===== config.mk =====
export PLATFORM = sky130hd
export DESIGN_NAME = bullet_render_sched
export DESIGN_NICKNAME = d
export VERILOG_FILES = /design/src/rtl/tank_sprite_pkg.sv /design/src/rtl/bullet_hit_test.sv /design/src/rtl/bullet_render_sched.sv
export SDC_FILE = /design/constraint.sdc
export NUM_CORES = 1
export LEC_CHECK = 0
export CAP_MARGIN = 20
export CORE_MARGIN = 5
export CORE_UTILIZATION = 36
export CTS_CLUSTER_DIAMETER = 80
export DETAILED_ROUTE_END_ITERATION = 10
export GPL_TIMING_DRIVEN = 0
export PLACE_DENSITY = 0.62
export SETUP_SLACK_MARGIN = 0.1
export SLEW_MARGIN = 40
export SYNTH_ARGS = -nofsm -noshare
export SYNTH_HDL_FRONTEND = slang
export SYNTH_SLANG_ARGS = --single-unit

===== constraint.sdc =====
create_clock -name vga_clk -period 3 [get_ports vga_clk]
set_input_delay 0.45 -clock vga_clk [delete_from_list [all_inputs] [get_ports vga_clk]]
set_output_delay 0.45 -clock vga_clk [all_outputs]
set_load 0.02 [all_outputs]

===== src/rtl/tank_sprite_pkg.sv =====
// Shared types and sizing for the bullet sprite renderer.
// The ROM address is {dir, ly, lx}, so its width follows from the sprite edge.
package tank_sprite_pkg;

  localparam int SPR_DIM = 8;
  localparam int SPR_LOG = $clog2(SPR_DIM);
  localparam int ROM_AW  = 2 + 2 * SPR_LOG;

  typedef enum logic [1:0] {
    DIR_UP    = 2'd0,
    DIR_RIGHT = 2'd1,
    DIR_DOWN  = 2'd2,
    DIR_LEFT  = 2'd3
  } dir_e;

  typedef struct packed {
    logic       active;
    logic [9:0] x;
    logic [9:0] y;
    dir_e       dir;
  } bullet_slot_t;

endpackage


===== src/rtl/bullet_hit_test.sv =====
// Per-slot coverage test: does the current pixel fall inside this bullet's sprite box?
// The subtraction is one bit wider than the coordinates so that a pixel left of or above the box borrows instead of wrapping.
module bullet_hit_test
  import tank_sprite_pkg::*;
(
  input  bullet_slot_t       slot_i,
  input  logic [9:0]         draw_x_i,
  input  logic [9:0]         draw_y_i,
  input  logic               blank_i,
  output logic               covered_o,
  output logic [SPR_LOG-1:0] lx_o,
  output logic [SPR_LOG-1:0] ly_o
);

  logic [10:0] dx;
  logic [10:0] dy;

  assign dx = {1'b0, draw_x_i} - {1'b0, slot_i.x};
  assign dy = {1'b0, draw_y_i} - {1'b0, slot_i.y};

  assign covered_o = slot_i.active & blank_i
                   & ~dx[10] & (dx < 11'(SPR_DIM))
                   & ~dy[10] & (dy < 11'(SPR_DIM));

  assign lx_o = dx[SPR_LOG-1:0];
  assign ly_o = dy[SPR_LOG-1:0];

endmodule


===== src/rtl/bullet_render_sched.sv =====
// Shares one bullet sprite ROM among NUM_BULLETS slots. Game logic writes a shadow bank, which is copied to the display bank at frame start.
// Each pixel gives a registered hit/slot three cycles after DrawX/DrawY, one pixel per cycle.
module bullet_render_sched
  import tank_sprite_pkg::*;
#(
  parameter  int NUM_BULLETS = 4,
  localparam int SW          = (NUM_BULLETS > 1) ? $clog2(NUM_BULLETS) : 1
) (
  input  logic              vga_clk,
  input  logic              reset,
  input  logic              frame_start,
  input  logic              upd_valid,
  output logic              upd_ready,
  input  logic [SW-1:0]     upd_slot,
  input  logic [9:0]        upd_x,
  input  logic [9:0]        upd_y,
  input  logic [1:0]        upd_dir,
  input  logic              upd_active,
  input  logic [9:0]        DrawX,
  input  logic [9:0]        DrawY,
  input  logic              blank,
  output logic [ROM_AW-1:0] rom_addr,
  input  logic              rom_q,
  output logic              bullet_hit,
  output logic [SW-1:0]     hit_slot
);

  bullet_slot_t shadow_q [NUM_BULLETS];
  bullet_slot_t disp_q   [NUM_BULLETS];

  // Updates stall during the swap cycle so that the copy sees a stable shadow bank.
  assign upd_ready = ~reset & ~frame_start;

  always_ff @(posedge vga_clk) begin
    if (reset) begin
      for (int i = 0; i < NUM_BULLETS; i++) begin
        shadow_q[i] <= '0;
        disp_q[i]   <= '0;
      end
    end else begin
      if (upd_valid && upd_ready) begin
        shadow_q[upd_slot] <= '{active: upd_active, x: upd_x, y: upd_y,
                                dir: dir_e'(upd_dir)};
      end
      if (frame_start) begin
        disp_q <= shadow_q;
      end
    end
  end

  logic [NUM_BULLETS-1:0] covered;
  logic [SPR_LOG-1:0]     lx [NUM_BULLETS];
  logic [SPR_LOG-1:0]     ly [NUM_BULLETS];

  for (genvar g = 0; g < NUM_BULLETS; g++) begin : g_hit
    bullet_hit_test u_hit (
      .slot_i   (disp_q[g]),
      .draw_x_i (DrawX),
      .draw_y_i (DrawY),
      .blank_i  (blank),
      .covered_o(covered[g]),
      .lx_o     (lx[g]),
      .ly_o     (ly[g])
    );
  end

  logic              win_valid;
  logic [SW-1:0]     win_slot;
  logic [ROM_AW-1:0] win_addr;

  // Scan downwards so the lowest covered index overwrites the others; a transparent winner still masks lower-priority slots.
  always_comb begin
    win_valid = 1'b0;
    win_slot  = '0;
    win_addr  = '0;
    for (int i = NUM_BULLETS - 1; i >= 0; i--) begin
      if (covered[i]) begin
        win_valid = 1'b1;
        win_slot  = SW'(i);
        win_addr  = {disp_q[i].dir, ly[i], lx[i]};
      end
    end
  end

  logic [ROM_AW-1:0] rom_addr_q;
  logic              sel_valid_q, sel_valid_s2_q;
  logic [SW-1:0]     sel_slot_q, sel_slot_s2_q;
  logic              hit_d, hit_q;
  logic [SW-1:0]     hit_slot_d, hit_slot_q;

  assign hit_d      = sel_valid_s2_q & rom_q;
  assign hit_slot_d = hit_d ? sel_slot_s2_q : '0;

  always_ff @(posedge vga_clk) begin
    if (reset) begin
      rom_addr_q     <= '0;
      sel_valid_q    <= 1'b0;
      sel_slot_q     <= '0;
      sel_valid_s2_q <= 1'b0;
      sel_slot_s2_q  <= '0;
      hit_q          <= 1'b0;
      hit_slot_q     <= '0;
    end else begin
      rom_addr_q     <= win_addr;
      sel_valid_q    <= win_valid;
      sel_slot_q     <= win_slot;
      sel_valid_s2_q <= sel_valid_q;
      sel_slot_s2_q  <= sel_slot_q;
      hit_q          <= hit_d;
      hit_slot_q     <= hit_slot_d;
    end
  end

  assign rom_addr   = rom_addr_q;
  assign bullet_hit = hit_q;
  assign hit_slot   = hit_slot_q;

endmodule


; ---- Word-level counts from Yosys, hierarchy flattened
; Index checks and enable logic that the tools add are counted.
[totals]
elab_cells = 111
output_inout_bits = 12
inputBits = 51
ff_bits = 201
[op_classes]
magnitude_cmp = 10
mux = 14
add_sub_neg = 8
n_reduce_logical = 5
bitwise = 34
[op_table]
columns = op, count
row1 = 92-bit bitwise mux, 1
row2 = 11-bit by 4-bit less-than comparator with 1-bit output (second input constant), 8
row3 = 10-bit by 10-bit subtractor with 11-bit output, 8
row4 = 23-bit demux with 2-bit select, 1
row5 = 8-bit two-way mux, 4
row6 = 23-bit two-way mux, 1
row7 = 1-bit AND, 22
row8 = 1-bit inverter, 11
row9 = 1-bit two-way mux, 5
row10 = 2-bit two-way mux, 2
row11 = 2-bit OR reduction, 2
row12 = 3-bit >= comparator (second input constant), 1
row13 = 3-bit by 1-bit less-than comparator with 1-bit output (second input constant), 1
row14 = 2-bit inverter with 3-bit output, 1
row15 = 3-bit OR reduction, 1
row16 = 1-bit logical AND, 2

; ---- Logic depth before layout (Yosys ltp)
; Gate-level depths: netlist of the first run.
[depth]
depth_word = 10
ltp_mapped = 15
ltp_nobuf = 14

; ---- By module
; A second synthesis of the first run with hierarchy kept.
[hier_totals]
hier_cells = 1368
hier_area_um2 = 11557.3
[by_module_without_submodules]
columns = mod, seq_area_each_um2, cells_per_inst, area_each_um2, n_inst
row1 = bullet_render_sched, 4023.9, 791, 7390.8, 1
row2 = bullet_hit_test (g_hit[0].u_hit ...), 0.0, 143, 1048.5, 3
row3 = bullet_hit_test (g_hit[1].u_hit), 0.0, 148, 1021.0, 1

; ---- Worst setup path before layout of the first run
; Ideal clock, no wire load.
[synth_path]
path_type = input to register
from = input port DrawX[0]
to = register rom_addr_q[5], in the netlist rom_addr[5]
stages = 13
n_path_buf = 1
setup_ps = 128
arrival_time_ps = 3077
setup_slack_ps = -205
required_ps = 2872
path_cell_list = inv_1 -> ha_1 -> fa_1 -> nand2b_1 -> a21oi_1 -> o21ai_0 -> nor4_2 -> nand4_1 -> or4_4 -> buf_6 -> o21a_1 -> a32oi_1 -> nor2_1
[synth_between]
elab_chain_len = 10
elab_cells_between_ends = 32
[synth_lines]
columns = element, line
row1 = "start, declared", bullet_render_sched.sv:19  ; input logic [9:0] DrawX,
row2 = branches (longest 9 deep; another with 10-bit by 10-bit subtractor with 11-bit output), --
row3 = 8-bit two-way mux *, bullet_render_sched.sv:77  ; if (covered[i]) begin
row4 = "end signal, assigned", bullet_render_sched.sv:104  ; rom_addr_q <= win_addr;
row5 = "end, declared", bullet_render_sched.sv:85  ; logic [ROM_AW-1:0] rom_addr_q;
; Mark *: on every way between the ends.
; A chain may end at the register's enable or synchronous reset.

; ---- Worst setup path after layout of the first run
[layout_path]
from = register disp_q[48] in the netlist's numbering
to = register rom_addr_q[7], in the netlist rom_addr[7]
[layout_between]
elab_chain_len = 6
elab_cells_between_ends = 7
[layout_lines]
columns = element, line
row1 = "start, declared", bullet_render_sched.sv:29  ; bullet_slot_t disp_q [NUM_BULLETS];
row2 = "start signal, assigned", bullet_render_sched.sv:46  ; disp_q <= shadow_q;
row3 = 10-bit by 10-bit subtractor with 11-bit output *, bullet_hit_test.sv:19  ; assign dy = {1'b0, draw_y_i} - {1'b0, slot_i.y};
row4 = branches (longest 2 deep; another with 11-bit by 4-bit less-than comparator with 1-bit output), --
row5 = 1-bit AND *, bullet_hit_test.sv:23  ; & ~dy[10] & (dy < 11'(SPR_DIM));
row6 = 8-bit two-way mux * (2 in series), bullet_render_sched.sv:77
; Marked as above.

==> summary.txt, run 1 <==
Outcome
  – Outcome: finished, violations left
  – Failing checks: setup timing

Cells and area
  – Synth-to-Final Area Change: 22.55%
  – Number of fillers in the final layout: 2962
  – Layout cell share with drive strength beyond 1: 0.1196
  – Layout Utilization: 0.4445
  – NumNets Final: 1603
  – Commonest non-fill, non-tap cell in the layout: nand2_1
  – Most frequent cells in the layout: nand2_1 (218), dfxtp_1 (192), nor2_1 (147)
  – FF/Latch Area: 0.004038 sq mm
  – Diode count: 0
  – Multi-input logic area: 0.006814 sq mm
  – Design Area, Final: 0.01349 sq mm

Yosys
  – Area share of the largest cell type after synthesis: 0.3656
  – Netlist Area Pre-Place: 0.01101 sq mm
  – Netlist cell types: 75
  – Post-synthesis register bit count: 201
  – Syn_area_per_cell: 8.123 sq um
  – Gate Count Post-Synth: 1355
  – Primary FF master, synth: dfxtp_1
  – Yosys top cell by area: dfxtp_1
  – Sequential fraction of the synthesis area: 0.3656
  – Asr flop ratio synth: 0
  – Synth top area cells: dfxtp_1 (37%), ha_1 (9.1%), mux2i_1 (8.7%)
  – Yosys warning total: 0
  – Post-synth EDFFs: 0
  – Net Count, Synth: 1494

Drt
  – 1st-iter DRT viols: 819
  – Remaining antenna violation count: 0
  – Vias per cell: 5.300
  – Remaining routing DRC violations: 0
  – Drt total wl: 34840 um
  – Drt first pass iters: 5
  – Routed WL per cell: 18.65 um
  – Via count: 9901

Place
  – I/O Buffers: 60
  – Placed cell areas: 0.01221 sq mm
  – Post-DP HPWL: 26370 um
  – Routability Congestion: 0.9461

Timing
  – Post-route worst setup slack: -0.1646 ns
  – RSZ-0062 raised after global routing: true
  – Final Setup Violations: 11
  – Period utilisation layout: 1.055
  – Final hold vios: 0
  – Slew HR: 0.4184
  – Slew of the pin with the lowest slew margin: 0.8724 ns
  – Fmax: 0.3160 GHz
  – Post-layout min period: 3.165 ns
  – Worst hold slack: 0.4248 ns
  – Fin. max-slew vios: 0
  – Setup Skew: 0.007714 ns

Clocking
  – CTS max path bufs: 3
  – Clk slew on worst S/H paths: 0.06 ns
  – Htree depth: 1
  – CTS buffer count: 23
  – CTS sink cnt: 201
  – Root buf cell: clkbuf_16
  – Worst-Skew Late Latency: 0.50 ns
  – CTS tree: done

Floorplanning
  – Die Y: 184.9 um
  – Ports: 63
  – Rows: 64
  – Die area: 0.03417 sq mm
  – Die Width: 184.9 um
  – Starting Density: 0.3627
  – CORE AREA: 0.03035 sq mm

Worst setup path
  – Top delay family on crit path: simple AND/OR/NAND/NOR gates
  – Critical Path RT: 3.35 ns
  – Crit-path slowest cell: or4_4
  – Startpoint Class: register
  – CP endpoint kind: register
  – Sum of buffers and inverters on the critical path: 2
  – Crit Path Max Fanout: 6
  – WP data arrival: 3.51 ns
  – Most frequent CP cell: buf_6
  – CP max stage delay: 0.62 ns
  – Crit path cell chain: ha_4, fa_2, nor2b_4, o22ai_2, xor2_2, o21ai_1, nor4_2, nand4_1, or4_4, buf_6, buf_6, o211ai_1, a21oi_2
  – Crit Path Category: register to register

Global routing
  – Final global-route overflow total: 0
  – Initial antenna violation count: 1
  – Largest net degree at the start of global routing: 13
  – Total track usage: 0.1970
  – Vias in the first global route: 9187
  – First-pass GRT wire length: 52220 um

Run
  – Number of max-cap violations: 0

Pwr
  – Peak VDD IR: 0.2939 mV
  – Pwr Density: 463.9 mW/mm^2
  – Leakage: 0.005020 uW

Min path
  – Hold Path Class: register to register
[area by class of cell]
class | instances | share of cell area
clock buffers | 29 | 0.04656
inverters | 103 | 0.02885
clock inverters | 4 | 0.005751
well taps | 396 | 0.03673
flip-flops and latches | 201 | 0.2993
multi-input cells | 992 | 0.5051
plain buffers | 59 | 0.01948
repair buffers | 84 | 0.05816
[synthesized netlist by cell type (all sizes together) (3+ instances only)]
library cell,instances
o21a,25
a21o,9
inv,103
xnor2,16
a32oi,3
nor2,149
a211oi,13
o211ai,6
buf,11
and2,8
nor3,15
ha,80
o2111ai,5
nand3,16
dfxtp,201
o31ai,6
nor2b,15
a21boi,6
nand2b,13
clkbuf,48
nand3b,6
or4,6
a31oi,6
o311ai,5
fa,8
a21oi,127
o31a,3
o21bai,3
nand2,219
o22ai,8
nor4,11
mux2i,96
mux2,4
or2,7
nand4,7
xor2,6
o21ai,50
nor3b,4
[state kept, by name, summed over array words and instances, names as in the netlist]
register / count
sel_valid_q: 1
bullet_hit: 1
shadow_q: 92
sel_slot_q: 2
rom_addr: 8
hit_slot: 2
sel_valid_s2_q: 1
sel_slot_s2_q: 2
disp_q: 92
[power by group]
part / internal, uW / total, uW / switching (uW) / leakage [uW]
clock: 1630 / 2700 / 1070 / 0.000345
sequential: 2690 / 2700 / 13.2 / 0.00163
combinational: 333 / 853 / 520 / 0.00305
total: 4650 / 6260 / 1610 / 0.00502
[through the flow]
stage	TNS (ns)	cells	power (uW)	setup slack (ns)
floorplan	0	1355	3267	0.08724
global placement	-13.74	1811	3554	-1.386
detailed placement	-13.75	1811	3563	-1.404
CTS	-1.478	1857	6280	-0.2310
global route	-2.226	1868	6478	-0.2758
finish	-1.299	1868	6258	-0.1646
[worst paths after layout]
path,startpoint,endpoint,slack (ns),cells past startpoint
hold reg to reg,sel_slot_s2_q[1]$_SDFF_PP0_,hit_slot[1]$_SDFF_PP0_,0.42,1
setup / recovery,disp_q[48]$_SDFFE_PP0P_,rom_addr[7]$_SDFF_PP0_,-0.16,13
setup reg to reg,disp_q[48]$_SDFFE_PP0P_,rom_addr[7]$_SDFF_PP0_,-0.16,13
hold / removal,sel_slot_s2_q[1]$_SDFF_PP0_,hit_slot[1]$_SDFF_PP0_,0.42,1
[per-layer routing]
layer  part of all wire  wire length (um)  GRT usage  up-vias
li1                   -                 -          -     4865
met4              0.030              1049    0.06312        0
met2               0.48             16750     0.3364      282
met3              0.063              2182    0.02141       71
met5                  0                 0          0        -
met1               0.43             14850     0.2619     4683
[worst register-to-register path, delay by kind of cell, from the launching register on]
family          cells  cell delay, ns
compound gates      4            0.50
flops               1            0.33
fa+ha+maj           2            0.53
buf+inv             2            0.31
xor+xnor            1            0.24
simple gates        4            1.11
[logic make-up after synthesis]
logic type,Yosys count,synth area share
compound gates,296,0.1676
buf+inv,162,0.05650
simple gates,486,0.1960
flops,201,0.3656
xor+xnor,22,0.01751
mux,100,0.09139
fa+ha+maj,88,0.1055
[what timing repair did]
action,4_1_cts,5_1_grt
buffers inserted,13,10
resized for setup,84,49
pin swaps,38,34
endpoints found under the setup margin,11,11
hold buffers,0,0
Power figures use the tool's default switching activity.
==> run 2: changes to the inputs <==
--- a/config.mk
+++ b/config.mk
@@ -5,12 +5,14 @@
 export SDC_FILE = /design/constraint.sdc
 export NUM_CORES = 1
 export LEC_CHECK = 0
-export CAP_MARGIN = 20
+export CAP_MARGIN = 10
+export CORE_ASPECT_RATIO = 1.5
 export CORE_MARGIN = 5
 export CORE_UTILIZATION = 36
 export CTS_CLUSTER_DIAMETER = 80
 export DETAILED_ROUTE_END_ITERATION = 10
 export GPL_TIMING_DRIVEN = 0
+export MAX_ROUTING_LAYER = met4
 export PLACE_DENSITY = 0.62
 export SETUP_SLACK_MARGIN = 0.1
 export SLEW_MARGIN = 40
==> run 2 against run 1 <==
  * The flow still finishes with violations (setup timing)
  * Global-route usage up 1.5 points
  * Register-to-register slack worse by 0.10 ns
  * Core utilization up 0.47 points
  * Wire length up 5.6%
  * Worst hold slack better by 0.021 ns
  * Setup slack worse by 0.10 ns
  * Cell area up 0.74%
  * Highest routed layer unchanged
==> summary.txt, run 2 (same netlist as run 1, synthesis figures left out) <==
Outcome
  – Outcome: finished, violations left
  – Failing checks: setup timing

Floorplanning
  – Die Width: 152.8 um (-17%)
  – Die Y: 224.2 um (+21%)
  – Die area: 0.03424 sq mm (+0.21%)
  – Ports: 63 (unchanged)
  – Starting Density: 0.3638 (+0.001140)
  – Rows: 78 (+22%)
  – CORE AREA: 0.03025 sq mm (-0.31%)

Clocking
  – Htree depth: 1 (unchanged)
  – Hold-fix buffer count after cts: 0 (unchanged)
  – Clk slew on worst S/H paths: 0.06 ns (about the same)
  – CTS sink cnt: 201 (unchanged)
  – CTS max path bufs: 3 (unchanged)
  – Worst-Skew Late Latency: 0.51 ns (about the same)
  – CTS tree: done
  – Root buf cell: clkbuf_16
  – CTS buffer count: 21 (-8.7%)

Timing
  – Final Setup Violations: 11 (unchanged)
  – Worst hold slack: 0.4457 ns (+0.02092 ns)
  – Setup Skew: 0.01387 ns (+0.006156 ns)
  – Slew of the pin with the lowest slew margin: 0.8880 ns (+0.01562 ns)
  – RSZ-0062 raised after global routing: true
  – Slew HR: 0.4080 (-0.01041)
  – Fmax: 0.3062 GHz (-3.1%)
  – Post-layout min period: 3.266 ns (+0.1016 ns)
  – Post-route worst setup slack: -0.2662 ns (-0.1016 ns)
  – Final hold vios: 0 (unchanged)
  – Period utilisation layout: 1.089 (+0.03386)
  – Fin. max-slew vios: 0 (unchanged)

Drt
  – Drt total wl: 36780 um (+5.6%)
  – Remaining antenna violation count: 0 (unchanged)
  – Routed length on met1: 14270 um (-3.9%)
  – Routed WL per cell: 19.62 um (+5.2%)
  – 1st-iter DRT viols: 521 (-36%)
  – Remaining routing DRC violations: 0 (unchanged)
  – Drt first pass iters: 5 (unchanged)
  – Vias per cell: 5.231 (-1.3%)
  – WL met3: 1281 um (-41%)
  – Max layer used: met4
  – Via count: 9803 (-0.99%)
  – WL met2: 18660 um (+11%)

Worst setup path
  – Startpoint Class: register
  – Crit Path Max Fanout: 4 (-2)
  – CP endpoint kind: register
  – Worst r2r src: disp_q[7]$_SDFFE_PP0P_
  – Critical R2R Capture: rom_addr[6]$_SDFF_PP0_
  – Worst R2R Path Depth: 13 (unchanged)
  – Crit Path Category: register to register
  – WP data arrival: 3.67 ns (+0.16 ns)
  – Critical Path RT: 3.40 ns (+0.05 ns)
  – Worst R2R Setup Slack: -0.27 ns (-0.10 ns)

Min path
  – HP Start: sel_slot_s2_q[0]$_SDFF_PP0_
  – Hold Path Class: register to register
  – Hold Path Depth: 1 (unchanged)
  – WHS Endpoint: hit_slot[0]$_SDFF_PP0_

Place
  – Post-DP HPWL: 29340 um (+11%)
  – Routability Congestion: 0.9347 (-1.2%)
  – I/O Buffers: 60 (unchanged)

Cells and area
  – Diode count: 0 (unchanged)
  – Commonest non-fill, non-tap cell in the layout: nand2_1
  – Synth-to-Final Area Change: 23.46%
  – NumNets Final: 1598 (-0.31%)
  – Layout Utilization: 0.4492 (+0.004706)
  – Layout cell share with drive strength beyond 1: 0.1180 (-0.001519)
  – Most frequent cells in the layout: nand2_1 (218), dfxtp_1 (191), nor2_1 (148)

Global routing
  – Final global-route overflow total: 0 (unchanged)
  – First-pass GRT wire length: 55160 um (+5.6%)
  – Largest net degree at the start of global routing: 16 (+3)
  – Vias in the first global route: 9483 (+3.2%)
  – Initial antenna violation count: 0 (-1)
  – Total track usage: 0.2124 (+0.01546)

Pwr
  – Peak VDD IR: 0.3277 mV (+11%)
  – Pwr Density: 459.9 mW/mm^2 (-0.88%)
  – Leakage: 0.005027 uW (+0.14%)

Run
  – Number of max-cap violations: 0 (unchanged)
[run 2: how the worst max path moves through the flow]
stage	to	from
4_1_cts	rom_addr[5]$_SDFF_PP0_	disp_q[58]$_SDFFE_PP0P_
3_3_place_gp	rom_addr[6]$_SDFF_PP0_	DrawX[1]
2_1_floorplan	rom_addr[5]$_SDFF_PP0_	DrawY[0]
5_1_grt	rom_addr[7]$_SDFF_PP0_	disp_q[48]$_SDFFE_PP0P_
6_report	rom_addr[6]$_SDFF_PP0_	disp_q[7]$_SDFFE_PP0P_
3_5_place_dp	rom_addr[6]$_SDFF_PP0_	DrawX[1]
[run 2: critical path, cell delays in order, from the launching register on]
cell	delay (ns)
dfxtp_2	0.33
inv_2	0.04
ha_4	0.22
a21o_1	0.19
and4b_2	0.24
or4_4	0.51
nor3_2	0.16
nand4b_1	0.17
nor4_4	0.36
nand4_1	0.18
buf_4	0.20
o21ai_1	0.11
o21ai_1	0.13
a211oi_4	0.29
[run 2: layout make-up]
cell class	instances	area, sq um
Timing Repair Buffer	81	803.3
Clock buffer	27	598.1
Inverter	103	391.6
Tap cell	400	500.5
Fill cell	3041	16660
Multi-Input combinational cell	992	6859
Sequential cell	201	4046
Clock inverter	11	126.4
Buffer	59	264.0
[run 2: timing repair]
action | in CTS | in global routing
setup buffers | 16 | 4
endpoints found under the setup margin | 11 | 11
endpoints found under the hold margin | 0 | 0
gates resized for setup | 84 | 47
cloned | 1 | 0
pin swaps | 30 | 22
[run 2: metrics by stage]
stage	instance area [sq um]	total power [uW]	std cells	setup slack, ns	TNS (ns)
after floorplan	11110	3267	1355	0.08724	0
final	13590	6249	1874	-0.2662	-1.645
after global placement	12210	3543	1815	-1.372	-13.06
after CTS	13370	6264	1870	-0.2306	-1.711
after detailed placement	12210	3551	1815	-1.412	-13.62
after global routing	13590	6470	1874	-0.3578	-3.022
[run 2: metal layers]
metal,GRT usage,vias up
met2,0.3771,233
met3,0.02029,93
met4,0.1225,0
met1,0.2310,4617
li1,-,4860
met5,-,-
[run 2: report_power, final]
part	switching [uW]	internal [uW]	leakage (uW)
clock network	1110	1600	0.000360
logic	504	341	0.00304
registers	14.2	2690	0.00163
total	1630	4620	0.00503
==> run 3: changes to the inputs <==
--- a/config.mk
+++ b/config.mk
@@ -9,6 +9,7 @@
 export CORE_ASPECT_RATIO = 1.5
 export CORE_MARGIN = 5
 export CORE_UTILIZATION = 36
+export CTS_BUF_LIST = sky130_fd_sc_hd__clkbuf_2 sky130_fd_sc_hd__clkbuf_4 sky130_fd_sc_hd__clkbuf_8
 export CTS_CLUSTER_DIAMETER = 80
 export DETAILED_ROUTE_END_ITERATION = 10
 export GPL_TIMING_DRIVEN = 0
==> run 3 against run 2 <==
  * The run still ends with setup timing left
  * Cell area about the same
  * Setup slack better by 0.088 ns
  * Via count up 0.35%
  * Sequential power about the same
  * Count of clock-buffer cells in the layout up 23
  * Critical path depth unchanged
  * Wire length up 0.32%
  * Combinational power up 1%
  * Die area unchanged
  * Highest routed layer unchanged
==> summary.txt, run 3 (same netlist as run 1, synthesis figures left out) <==
Outcome
  – Outcome: finished, violations left
  – Failing checks: setup timing

Timing
  – Fin. max-slew vios: 0 (unchanged)
  – Worst hold slack: 0.4056 ns (-0.04010 ns)
  – Post-route worst setup slack: -0.1782 ns (+0.08797 ns)
  – Final Setup Violations: 8 (-3)
  – Period utilisation layout: 1.059 (-0.02932)
  – Slew HR: 0.4391 (+0.03112)
  – Final hold vios: 0 (unchanged)
  – RSZ-0062 raised after global routing: true
  – Fmax: 0.3146 GHz (+2.8%)
  – Post-layout min period: 3.178 ns (-0.08797 ns)
  – Slew of the pin with the lowest slew margin: 0.8413 ns (-0.04669 ns)
  – Setup Skew: 0.03224 ns (+0.01837 ns)

Cells and area
  – Most frequent cells in the layout: nand2_1 (218), dfxtp_1 (191), nor2_1 (148)
  – NumNets Final: 1608 (+0.63%)
  – Design Area, Final: 0.01359 sq mm (about the same)
  – Commonest non-fill, non-tap cell in the layout: nand2_1
  – Layout cell share with drive strength beyond 1: 0.1416 (+0.02356)
  – Layout Utilization: 0.4492 (about the same)
  – Diode count: 0 (unchanged)
  – Synth-to-Final Area Change: 23.47% (about the same)
  – Number of fillers in the final layout: 3072 (+1.0%)

Pwr
  – Internal: 4376 uW (-5.4%)
  – Pwr Density: 438.7 mW/mm^2 (-4.6%)
  – Leakage: 0.005033 uW (+0.12%)
  – Logic pwr share: 0.143 (+0.008)
  – Sw Pwr: 1586 uW (-2.4%)
  – Peak VDD IR: 0.2493 mV (-24%)
  – Sequential power share: 0.453 (+0.021)
  – Switching Share: 0.2661 (+0.005991)
  – Clk pwr share: 0.403 (-0.029)

Floorplanning
  – Rows: 78 (unchanged)
  – Die Width: 152.8 um (unchanged)
  – Die Y: 224.2 um (unchanged)
  – Ports: 63 (unchanged)
  – CORE AREA: 0.03025 sq mm (unchanged)
  – Die area: 0.03424 sq mm (unchanged)
  – Starting Density: 0.3638 (unchanged)

Worst setup path
  – WP data arrival: 3.62 ns (-0.05 ns)
  – Worst R2R Setup Slack: -0.18 ns (+0.09 ns)
  – Crit-path slowest cell: or4_4
  – Startpoint Class: register
  – Critical Path RT: 3.45 ns (+0.05 ns)
  – Top delay family on crit path: simple AND/OR/NAND/NOR gates
  – Crit path cell chain: ha_4, fa_2, nand2b_4, a21oi_4, buf_6, o21ai_2, nor4_2, nand4_1, or4_4, buf_8, o21a_1, a32oi_2, nor2_1
  – Crit Path Max Fanout: 8 (+4)
  – Worst R2R Path Depth: 13 (unchanged)
  – Crit Path Category: register to register
  – CP endpoint kind: register
  – Critical path depth in cells: 13 (unchanged)
  – CP max stage delay: 0.61 ns (+0.10 ns)
  – Sum of buffers and inverters on the critical path: 2 (unchanged)

Place
  – I/O Buffers: 60 (unchanged)
  – Routability Congestion: 0.9347 (unchanged)
  – Placement Setup Slack: -1.412 ns (unchanged)
  – Placed cell areas: 0.01221 sq mm (unchanged)
  – Post-DP HPWL: 29340 um (unchanged)

Clocking
  – Hold-fix buffer count after cts: 0 (unchanged)
  – CTS tree: done
  – Htree depth: 1 (unchanged)
  – Worst-Skew Late Latency: 0.60 ns (+0.09 ns)
  – CTS sink cnt: 201 (unchanged)
  – CTS buffer count: 30 (+43%)
  – CTS max path bufs: 3 (unchanged)
  – Root buf cell: clkbuf_8
  – Clk slew on worst S/H paths: 0.07 ns (about the same)

Drt
  – Drt first pass iters: 5 (unchanged)
  – Drt total wl: 36890 um (+0.32%)
  – Remaining antenna violation count: 0 (unchanged)
  – Routed WL per cell: 19.52 um (-0.53%)
  – Via count: 9837 (+0.35%)
  – Vias per cell: 5.205 (-0.50%)
  – 1st-iter DRT viols: 497 (-4.6%)
  – Remaining routing DRC violations: 0 (unchanged)

Global routing
  – Initial antenna violation count: 0 (unchanged)
  – Largest net degree at the start of global routing: 17 (+1)
  – Final global-route overflow total: 0 (unchanged)
  – Total track usage: 0.2114 (-0.001072)
  – First-pass GRT wire length: 54730 um (-0.78%)
  – Vias in the first global route: 9522 (+0.41%)

Min path
  – Hold Path Class: input pin to register
  – Hold Path Depth: 3 (+2)

Run
  – Number of max-cap violations: 0 (unchanged)
[run 3: changes by cell type in the layout (fill, tap and decap cells not counted), sizes merged, moves of 2 or more]
cell and delta:
bufinv -2, clkdlybuf4s15 -2, clkbuf +23, inv -2, clkinv -4, dlygate4sd2 +2
[run 3: power groups by stage]
stage / Combinational, uW / Sequential (uW) / Clock, uW
final: 855 / 2700 / 2410
after global placement: 779 / 2760 / 0
after global routing: 931 / 2700 / 2550
after floorplan: 508 / 2760 / 0
after detailed placement: 787 / 2760 / 0
after CTS: 818 / 2700 / 2440
[run 3: cell type report]
class / count / area (sq um) / area share
sequential: 201 / 4046 / 0.2977
timing repair buffer: 83 / 785.8 / 0.05782
multi-input combinational: 992 / 6940 / 0.5107
clock inverter: 3 / 30.03 / 0.002210
inverter: 103 / 397.9 / 0.02928
tap: 400 / 500.5 / 0.03683
buffer: 58 / 251.5 / 0.01850
clock buffer: 50 / 638.1 / 0.04695
[run 3: repair_timing]
action	in CTS	in global routing
pin swaps	32	27
cloned	0	1
hold endpoints to repair	0	0
gates resized for setup	81	65
buffers inserted	18	4
endpoints found under the setup margin	11	11
[run 3: worst min-delay path, cell delays in order]
cell and delay, ns:
clkdlybuf4s50_1 0.39, nand2_1 0.06, nor2_1 0.05
[run 3: stage by stage]
stage | total power, uW | setup TNS, ns | std cells
6_report | 5963 | -0.8915 | 1890
5_1_grt | 6188 | -2.175 | 1890
4_1_cts | 5960 | -1.271 | 1886
3_5_place_dp | 3551 | -13.62 | 1815
3_3_place_gp | 3543 | -13.06 | 1815
2_1_floorplan | 3267 | 0 | 1355
[run 3: path summary, 6_finish.rpt]
kind	to	start
worst max-delay path	rom_addr[5]$_SDFF_PP0_	disp_q[58]$_SDFFE_PP0P_
worst min-delay path	bullet_hit$_SDFF_PP0_	rom_q
worst max register to register	rom_addr[5]$_SDFF_PP0_	disp_q[58]$_SDFFE_PP0P_
worst min register to register	hit_slot[0]$_SDFF_PP0_	sel_slot_s2_q[0]$_SDFF_PP0_
[run 3: per-layer routing]
metal  track usage  routed length (um)  part of all wire
met5             -                   0                 0
met4        0.1182                2357             0.064
met2        0.3804               18950              0.51
met1        0.2259               14410              0.39
met3       0.02203                1172             0.032
